===== src/rtl/ysyx_24090003_exu_pkg.sv =====
// Shared decode constants and enums for the execute unit.
//   - RV32I/RV64I major opcodes used by the execute unit
//   - funct3 / funct7 values for ALU, branch, multiply and SYSTEM decode
//   - ALU operation enum and execute FSM state enum
package ysyx_24090003_exu_pkg;

    localparam logic [6:0] OPC_LUI    = 7'b0110111;
    localparam logic [6:0] OPC_AUIPC  = 7'b0010111;
    localparam logic [6:0] OPC_JAL    = 7'b1101111;
    localparam logic [6:0] OPC_JALR   = 7'b1100111;
    localparam logic [6:0] OPC_BRANCH = 7'b1100011;
    localparam logic [6:0] OPC_LOAD   = 7'b0000011;
    localparam logic [6:0] OPC_STORE  = 7'b0100011;
    localparam logic [6:0] OPC_OP_IMM = 7'b0010011;
    localparam logic [6:0] OPC_OP     = 7'b0110011;
    localparam logic [6:0] OPC_SYSTEM = 7'b1110011;

    localparam logic [2:0] F3_ADD  = 3'b000;
    localparam logic [2:0] F3_SLL  = 3'b001;
    localparam logic [2:0] F3_SLT  = 3'b010;
    localparam logic [2:0] F3_SLTU = 3'b011;
    localparam logic [2:0] F3_XOR  = 3'b100;
    localparam logic [2:0] F3_SR   = 3'b101;
    localparam logic [2:0] F3_OR   = 3'b110;
    localparam logic [2:0] F3_AND  = 3'b111;

    localparam logic [2:0] F3_BEQ  = 3'b000;
    localparam logic [2:0] F3_BNE  = 3'b001;
    localparam logic [2:0] F3_BLT  = 3'b100;
    localparam logic [2:0] F3_BGE  = 3'b101;
    localparam logic [2:0] F3_BLTU = 3'b110;
    localparam logic [2:0] F3_BGEU = 3'b111;

    localparam logic [2:0] F3_MUL    = 3'b000;
    localparam logic [2:0] F3_MULH   = 3'b001;
    localparam logic [2:0] F3_MULHSU = 3'b010;

    localparam logic [2:0] F3_PRIV = 3'b000;

    localparam logic [6:0] F7_MULDIV = 7'b0000001;

    typedef enum logic [3:0] {
        ALU_ADD, ALU_SUB, ALU_SLL, ALU_SLT, ALU_SLTU,
        ALU_XOR, ALU_SRL, ALU_SRA, ALU_OR, ALU_AND
    } alu_op_e;

    typedef enum logic [1:0] {
        ST_IDLE, ST_MUL, ST_HOLD
    } exu_state_e;

endpackage


===== src/rtl/ysyx_24090003_mul_iter.sv =====
// Iterative shift-add multiplier, one partial product per clock.
//   clk, rst        : clock, synchronous active-high reset
//   start           : load operands and begin XLEN iterations
//   a, b            : operands; a_signed / b_signed select their interpretation
//   done            : high during the final iteration; product is valid then
//   product         : full 2*XLEN signed-corrected product (combinational)
module ysyx_24090003_mul_iter #(
    parameter int XLEN = 32
) (
    input  logic              clk,
    input  logic              rst,
    input  logic              start,
    input  logic              a_signed,
    input  logic              b_signed,
    input  logic [XLEN-1:0]   a,
    input  logic [XLEN-1:0]   b,
    output logic              done,
    output logic [2*XLEN-1:0] product
);
    localparam int CW = $clog2(XLEN) + 1;

    logic [CW-1:0]     cnt;
    logic [XLEN-1:0]   mcand;
    logic [XLEN-1:0]   hi;
    logic [XLEN-1:0]   lo;
    logic              neg;
    logic              a_neg;
    logic              b_neg;
    logic [XLEN:0]     hi_sum;
    logic [2*XLEN-1:0] mag_next;

    assign a_neg = a_signed & a[XLEN-1];
    assign b_neg = b_signed & b[XLEN-1];

    // {hi, lo} starts as {0, |b|}; each step conditionally adds |a| into the
    // upper half and shifts the whole accumulator right, consuming one
    // multiplier bit from lo[0].
    always_comb begin
        hi_sum   = {1'b0, hi} + (lo[0] ? {1'b0, mcand} : {(XLEN+1){1'b0}});
        mag_next = {hi_sum, lo[XLEN-1:1]};
    end

    assign product = neg ? -mag_next : mag_next;
    assign done    = (cnt == CW'(1));

    always_ff @(posedge clk) begin
        if (rst) begin
            cnt   <= '0;
            mcand <= '0;
            hi    <= '0;
            lo    <= '0;
            neg   <= 1'b0;
        end else if (start) begin
            cnt   <= CW'(XLEN);
            mcand <= a_neg ? -a : a;
            hi    <= '0;
            lo    <= b_neg ? -b : b;
            neg   <= a_neg ^ b_neg;
        end else if (cnt != '0) begin
            cnt      <= cnt - CW'(1);
            {hi, lo} <= mag_next;
        end
    end

endmodule


===== src/rtl/ysyx_24090003_exu_pipe.sv =====
// Execute stage: single-cycle integer ops plus an optional iterative multiply,
// with a one-entry registered result slot using valid/ready handshakes.
//   cpu_clk, rst                : clock, synchronous active-high reset
//   in_valid/in_ready           : decoded instruction handshake
//   pc, imm, rs1_data, rs2_data : operands (imm already sign-extended)
//   opcode, funct3, funct7, rd  : decode fields
//   out_valid/out_ready         : result slot handshake
//   out_rd, out_reg_wdata, out_reg_we             : register writeback
//   out_mem_addr, out_mem_wdata, out_mem_we/re/size : memory request
//   out_npc, out_ebreak, out_illegal, busy         : next PC, status, multiply busy
//
// state   | meaning
// IDLE    | can accept when the result slot is empty or draining
// MUL     | iterative multiply running, busy=1
// HOLD    | multiply result in slot, waiting for out_ready
module ysyx_24090003_exu_pipe
    import ysyx_24090003_exu_pkg::*;
#(
    parameter int XLEN   = 32,
    parameter bit MUL_EN = 1'b1
) (
    input  logic            cpu_clk,
    input  logic            rst,
    input  logic            in_valid,
    output logic            in_ready,
    input  logic [XLEN-1:0] pc,
    input  logic [XLEN-1:0] imm,
    input  logic [XLEN-1:0] rs1_data,
    input  logic [XLEN-1:0] rs2_data,
    input  logic [6:0]      opcode,
    input  logic [2:0]      funct3,
    input  logic [6:0]      funct7,
    input  logic [4:0]      rd,
    output logic            out_valid,
    input  logic            out_ready,
    output logic [4:0]      out_rd,
    output logic [XLEN-1:0] out_reg_wdata,
    output logic            out_reg_we,
    output logic [XLEN-1:0] out_mem_addr,
    output logic [XLEN-1:0] out_mem_wdata,
    output logic            out_mem_we,
    output logic            out_mem_re,
    output logic [2:0]      out_mem_size,
    output logic [XLEN-1:0] out_npc,
    output logic            out_ebreak,
    output logic            out_illegal,
    output logic            busy
);
    localparam int SHW = $clog2(XLEN);

    exu_state_e        state, state_nx;
    logic              accept;
    logic              is_mul;
    logic              mul_done;
    logic              mul_lo_sel;
    logic [2*XLEN-1:0] mul_product;
    logic [XLEN-1:0]   mul_res;

    alu_op_e           alu_op;
    logic [XLEN-1:0]   alu_b, alu_res;
    logic [SHW-1:0]    shamt;
    logic [XLEN-1:0]   pc_4, pc_imm, addr_sum;
    logic              br_taken, br_known;

    logic [XLEN-1:0]   d_wdata, d_npc, d_addr, d_mwdata;
    logic              d_we, d_mwe, d_mre, d_ebreak, d_illegal;

    assign in_ready = (state == ST_IDLE) && (!out_valid || out_ready);
    assign busy     = (state == ST_MUL);
    assign accept   = in_valid && in_ready;

    assign pc_4     = pc + XLEN'(4);
    assign pc_imm   = pc + imm;
    assign addr_sum = rs1_data + imm;
    assign alu_b    = (opcode == OPC_OP) ? rs2_data : imm;
    assign shamt    = alu_b[SHW-1:0];

    // funct7[5] selects SUB (register form only) and SRA/SRAI.
    always_comb begin
        alu_op = ALU_ADD;
        case (funct3)
            F3_ADD:  alu_op = (opcode == OPC_OP && funct7[5]) ? ALU_SUB : ALU_ADD;
            F3_SLL:  alu_op = ALU_SLL;
            F3_SLT:  alu_op = ALU_SLT;
            F3_SLTU: alu_op = ALU_SLTU;
            F3_XOR:  alu_op = ALU_XOR;
            F3_SR:   alu_op = funct7[5] ? ALU_SRA : ALU_SRL;
            F3_OR:   alu_op = ALU_OR;
            F3_AND:  alu_op = ALU_AND;
            default: alu_op = ALU_ADD;
        endcase
    end

    always_comb begin
        alu_res = rs1_data + alu_b;
        case (alu_op)
            ALU_ADD:  alu_res = rs1_data + alu_b;
            ALU_SUB:  alu_res = rs1_data - alu_b;
            ALU_SLL:  alu_res = rs1_data << shamt;
            ALU_SLT:  alu_res = {{(XLEN-1){1'b0}}, ($signed(rs1_data) < $signed(alu_b))};
            ALU_SLTU: alu_res = {{(XLEN-1){1'b0}}, (rs1_data < alu_b)};
            ALU_XOR:  alu_res = rs1_data ^ alu_b;
            ALU_SRL:  alu_res = rs1_data >> shamt;
            ALU_SRA:  alu_res = $unsigned($signed(rs1_data) >>> shamt);
            ALU_OR:   alu_res = rs1_data | alu_b;
            ALU_AND:  alu_res = rs1_data & alu_b;
            default:  alu_res = rs1_data + alu_b;
        endcase
    end

    always_comb begin
        br_known = 1'b1;
        br_taken = 1'b0;
        case (funct3)
            F3_BEQ:  br_taken = (rs1_data == rs2_data);
            F3_BNE:  br_taken = (rs1_data != rs2_data);
            F3_BLT:  br_taken = ($signed(rs1_data) <  $signed(rs2_data));
            F3_BGE:  br_taken = ($signed(rs1_data) >= $signed(rs2_data));
            F3_BLTU: br_taken = (rs1_data <  rs2_data);
            F3_BGEU: br_taken = (rs1_data >= rs2_data);
            default: br_known = 1'b0;
        endcase
    end

    always_comb begin
        d_wdata   = '0;
        d_npc     = pc_4;
        d_addr    = '0;
        d_mwdata  = '0;
        d_we      = 1'b0;
        d_mwe     = 1'b0;
        d_mre     = 1'b0;
        d_ebreak  = 1'b0;
        d_illegal = 1'b0;
        is_mul    = 1'b0;
        case (opcode)
            OPC_OP_IMM, OPC_OP: begin
                if (opcode == OPC_OP && funct7 == F7_MULDIV) begin
                    if (funct3[2] || !MUL_EN) begin
                        d_illegal = 1'b1;
                    end else begin
                        is_mul = 1'b1;
                        d_we   = 1'b1;
                    end
                end else begin
                    d_wdata = alu_res;
                    d_we    = 1'b1;
                end
            end
            OPC_LUI: begin
                d_wdata = imm;
                d_we    = 1'b1;
            end
            OPC_AUIPC: begin
                d_wdata = pc_imm;
                d_we    = 1'b1;
            end
            OPC_JAL: begin
                d_wdata = pc_4;
                d_we    = 1'b1;
                d_npc   = pc_imm;
            end
            OPC_JALR: begin
                d_wdata = pc_4;
                d_we    = 1'b1;
                d_npc   = {addr_sum[XLEN-1:1], 1'b0};
            end
            OPC_BRANCH: begin
                if (!br_known) begin
                    d_illegal = 1'b1;
                end else if (br_taken) begin
                    d_npc = pc_imm;
                end
            end
            OPC_LOAD: begin
                d_mre  = 1'b1;
                d_addr = addr_sum;
                d_we   = 1'b1;
            end
            OPC_STORE: begin
                d_mwe    = 1'b1;
                d_addr   = addr_sum;
                d_mwdata = rs2_data;
            end
            OPC_SYSTEM: begin
                if (funct3 == F3_PRIV && imm == XLEN'(1)) begin
                    d_ebreak = 1'b1;
                end else begin
                    d_illegal = 1'b1;
                end
            end
            default: d_illegal = 1'b1;
        endcase
        if (rd == 5'd0) begin
            d_we = 1'b0;
        end
    end

    ysyx_24090003_mul_iter #(.XLEN(XLEN)) u_mul (
        .clk      (cpu_clk),
        .rst      (rst),
        .start    (accept && is_mul),
        .a_signed ((funct3 == F3_MULH) || (funct3 == F3_MULHSU)),
        .b_signed (funct3 == F3_MULH),
        .a        (rs1_data),
        .b        (rs2_data),
        .done     (mul_done),
        .product  (mul_product)
    );

    assign mul_res = mul_lo_sel ? mul_product[XLEN-1:0] : mul_product[2*XLEN-1:XLEN];

    always_ff @(posedge cpu_clk) begin
        if (rst) begin
            state <= ST_IDLE;
        end else begin
            state <= state_nx;
        end
    end

    always_comb begin
        state_nx = state;
        case (state)
            ST_IDLE: if (accept && is_mul) state_nx = ST_MUL;
            ST_MUL:  if (mul_done)         state_nx = ST_HOLD;
            ST_HOLD: if (out_ready)        state_nx = ST_IDLE;
            default: state_nx = ST_IDLE;
        endcase
    end

    // A multiply writes its side-band fields at acceptance with out_valid low;
    // only the product is filled in when the iteration finishes.
    always_ff @(posedge cpu_clk) begin
        if (rst) begin
            out_valid     <= 1'b0;
            out_rd        <= '0;
            out_reg_wdata <= '0;
            out_reg_we    <= 1'b0;
            out_mem_addr  <= '0;
            out_mem_wdata <= '0;
            out_mem_we    <= 1'b0;
            out_mem_re    <= 1'b0;
            out_mem_size  <= '0;
            out_npc       <= '0;
            out_ebreak    <= 1'b0;
            out_illegal   <= 1'b0;
            mul_lo_sel    <= 1'b0;
        end else if (accept) begin
            out_valid     <= !is_mul;
            out_rd        <= rd;
            out_reg_wdata <= d_wdata;
            out_reg_we    <= d_we;
            out_mem_addr  <= d_addr;
            out_mem_wdata <= d_mwdata;
            out_mem_we    <= d_mwe;
            out_mem_re    <= d_mre;
            out_mem_size  <= funct3;
            out_npc       <= d_npc;
            out_ebreak    <= d_ebreak;
            out_illegal   <= d_illegal;
            mul_lo_sel    <= (funct3 == F3_MUL);
        end else if (state == ST_MUL && mul_done) begin
            out_valid     <= 1'b1;
            out_reg_wdata <= mul_res;
        end else if (out_valid && out_ready) begin
            out_valid     <= 1'b0;
        end
    end

endmodule


===== config.mk =====
export PLATFORM = sky130hd
export DESIGN_NAME = ysyx_24090003_exu_pipe
export DESIGN_NICKNAME = d
export VERILOG_FILES = /design/src/rtl/ysyx_24090003_exu_pkg.sv /design/src/rtl/ysyx_24090003_mul_iter.sv /design/src/rtl/ysyx_24090003_exu_pipe.sv
export SDC_FILE = /design/constraint.sdc
export NUM_CORES = 2
export LEC_CHECK = 0
export ABC_CLOCK_PERIOD_IN_PS = 9050
export BUFFER_PORTS_ARGS = -buffer_cell sky130_fd_sc_hd__buf_2
export CAP_MARGIN = 10
export CELL_PAD_IN_SITES_DETAIL_PLACEMENT = 1
export CELL_PAD_IN_SITES_GLOBAL_PLACEMENT = 2
export CORE_ASPECT_RATIO = 1.1
export CORE_MARGIN = 4
export CORE_UTILIZATION = 37
export DETAILED_ROUTE_END_ITERATION = 6
export PLACE_DENSITY_LB_ADDON = 0.1
export SYNTH_ARGS = -nofsm -noshare
export SYNTH_HDL_FRONTEND = slang
export SYNTH_SLANG_ARGS = --single-unit

===== constraint.sdc =====
create_clock -name cpu_clk -period 9.05 [get_ports cpu_clk]
set_clock_uncertainty 0.15 [all_clocks]
set_input_delay 1.81 -clock cpu_clk [delete_from_list [all_inputs] [get_ports cpu_clk]]
set_output_delay 1.81 -clock cpu_clk [all_outputs]
set_load 0.1 [all_outputs]

==> impl_results.md <==
- Status: finished, violations left
- Failing checks: design-rule violations
- Routed WL per cell: 34.1 microns
- Synth Area in XOR/XNOR: 7.58%
- Cts hold-fix bufs: 0
- Commonest non-fill, non-tap cell in the layout: nand2_1
- I/O pins: 298
- CP Capture Type: register
- Slew headroom: 8.21%
- Setup TNS: 0 ns
- Post-synthesis to final-layout area growth: 13.0%
- Final Cycle Share: 80.4%
- TritonCTS clock tree: yes
- Final setup margin: 1.78 ns
- First-pass GRT wire length: around 260000 microns
- Final core utilization: between 40% and 50%
- Kind of critical path: input port to register
- WP data required: 9.30 ns
- H-tree levels: 2
- Largest family of logic cells by synthesized area: compound AO/OA/AOI/OAI gates
- Most used flip-flop cell after synthesis: dfxtp_1
- Syn nets: 4634
- Worst-skew pair later-pin latency: between 0.5 and 0.6 ns
- Via count: 36700
- RSZ-0062 raised after global routing: false
- Clock share of power: 28.9%
- Die width: 277 microns
- Row count: 108
- Drt pass-1 iters: 7
- Post-Syn Instances: 4254
- Synth Area in Adders: 9.69%
- # nets final: about 4800
- Share of layout cells above drive strength 1: 13.0%
- Min cycle time layout: 7.27 ns
- Residual DRC: 1
- Synth Area in Compound Gates: 33.4%
- Final GP Congestion: 1.07
- Max Freq: 138 MHz
- Total CTS buffers: 35
- Post-Syn Area: 0.0295 sq mm
- Postcts setup bufs: 0
- CP Launch Point: opcode[5]
- Reg clk slew, reported paths: 0.05 ns
- DR iter-0 viols: 4103
- Fillers: 10200
- Mux contribution to synthesized area: 3.47%
- Initial antenna violation count: 31
- Worst Hold Class: register to register
- Max-Cap Viols: 0
- Cell variety after synth: 86
- Vias per inst: roughly 6.7
- WL met1: approximately 72000 microns
- Grt total ovfl: 0
- Longest Clk Path Bufs: 3
- Arrival time at the worst endpoint: 7.53 ns
- Max layer used: met5
- Worst r2r src: u_mul.lo[0]$_SDFFE_PP0P_
- Die H: around 300 microns
- Post-CTS sizing: 0
- Post-synth top area cell: dfxtp_1
- Root buffer cell: clkbuf_16
- Vias in the first global route: roughly 36000
- Routed WL: 187000 microns
- Setup violators final: 0
- Post-Synth Simple-Gate Area: between 20% and 30%
- Top cell type's share of synthesized area: 16.8%
- Seq pwr share: 23.4%
- Ys Warns: 0
- Worst-Margin Slew: 1.37 ns
- Hpwl dp: between 100000 and 150000 microns
- Internal power: roughly 2.7 mW
- Fin. Hold Viols: 0
- Sw power: 2.42 mW
- Sink Count: 248
- Core ar.: 0.0789 sq mm
- Number of flops mapped to enable cells by yosys: 0
- Register area share after synthesis: 16.8%
- Switching Fraction: 47.2%
- Antenna viol nets, final: 0
- Synth async-reset ratio: 0%
- Power Density: about 150 mW/mm^2
- Worst VDD drop: about 0.61 mV
- Min-delay src: u_mul.mcand[0]$_SDFFE_PP0P_
- Leakage power: ~14 nW
- CP Max Fanout: 36
- Largest cells by area after synthesis: dfxtp_1, ha_1, a21oi_1
- Pre-CTS setup slack: roughly 1.4 ns
- Post-synthesis average cell area: 6.93 sq um
- Comb power frac: 47.6%
- #FFs+latches synth: 248
- Commonest cells after routing, fill and taps aside: nand2_1, nor2_1, a21oi_1
- Port buffer count: between 200 and 300
- CP Launch Type: input port
- Largest net degree at the start of global routing: 86
- Met3 wire len: 20500 microns
- Gr usage total: a little over two fifths
- Final Max Slew Viols: 0
- Die ar.: 0.0843 sq mm
- Routed wl met2: 79700 microns
- Initial Util: 37.4%
state kept, by name, indices dropped and copies added, names as in the netlist, 2 cells and up:
signal,flops
out_npc,32
out_mem_addr,32
out_reg_wdata,32
u_mul.lo,32
out_mem_size,3
out_rd,5
out_mem_wdata,32
state,2
u_mul.mcand,32
u_mul.cnt,6
u_mul.hi,32
critical path, stage by stage:
cell       delay, ns
buf_2           0.13
buf_4           0.41
nand3b_1        0.46
nor2_4          0.66
mux2_2          0.43
inv_1           0.08
ha_1            0.36
or3_1           0.45
nor3_1          0.37
nand3_1         0.23
nand3b_1        0.24
a2111o_1        0.51
and2_1          0.19
xnor2_1         0.12
a2111oi_0       0.88
o22ai_1         0.18
Yosys cell counts, drive strengths merged, types with 93 or more instances:
master,number
a22oi,93
dfxtp,248
nor2,406
a21oi,367
nand2,473
clkbuf,253
ha,222
inv,156
xnor2,172
nor3,98
o21ai,345
nand3,132
area by class of cell:
class	instances	area, sq um	share of cell area [%]
tap	1045	1310	3.93
multi-input combinational	3560	22900	68.9
antenna	19	47.5	0.143
inverter	160	601	1.80
timing repair buffer	401	2270	6.82
clock buffer	40	905	2.72
clock inverter	22	277	0.830
sequential	248	4970	14.9
metal layers:
layer  GRT usage, %  vias up
met2           64.3     2068
li1               -    16000
met1           50.8    18000
met5              0        -
met3           13.8      556
met4           26.4       24
cell families after synthesis:
kind of cell / count (synthesis)
mux: 91
xor+xnor: 255
compound gates: 1515
simple gates: 1473
buf+inv: 446
flops: 248
fa+ha+maj: 226
per-stage QoR:
stage	power [mW]	hold slack [ns]	instances	instance area, sq um
4_1_cts	5.08	0.302	5475	33300
5_1_grt	5.33	0.315	5477	33300
6_report	5.13	0.303	5495	33300
3_5_place_dp	3.59	0.295	5413	32100
3_3_place_gp	3.58	0.289	5413	32100
2_1_floorplan	2.73	0.277	4254	29500
final timing paths:
kind	slack, ns	endpoint	depth (start not counted)
worst max-delay path	1.78	out_reg_wdata[18]$_SDFFE_PP0P_	16
worst min register to register	0.30	u_mul.mcand[0]$_SDFFE_PP0P_	2
worst max register to register	2.90	out_reg_wdata[15]$_SDFFE_PP0P_	14
worst min-delay path	0.30	u_mul.mcand[0]$_SDFFE_PP0P_	2
power groups by stage:
stage	logic, mW	clock network (mW)	registers, mW
floorplan	1.40	0	1.33
global placement	2.35	0	1.22
detailed placement	2.36	0	1.22
CTS	2.38	1.51	1.20
global route	2.57	1.55	1.21
finish	2.44	1.48	1.20
(Power assumes the default switching activity.)
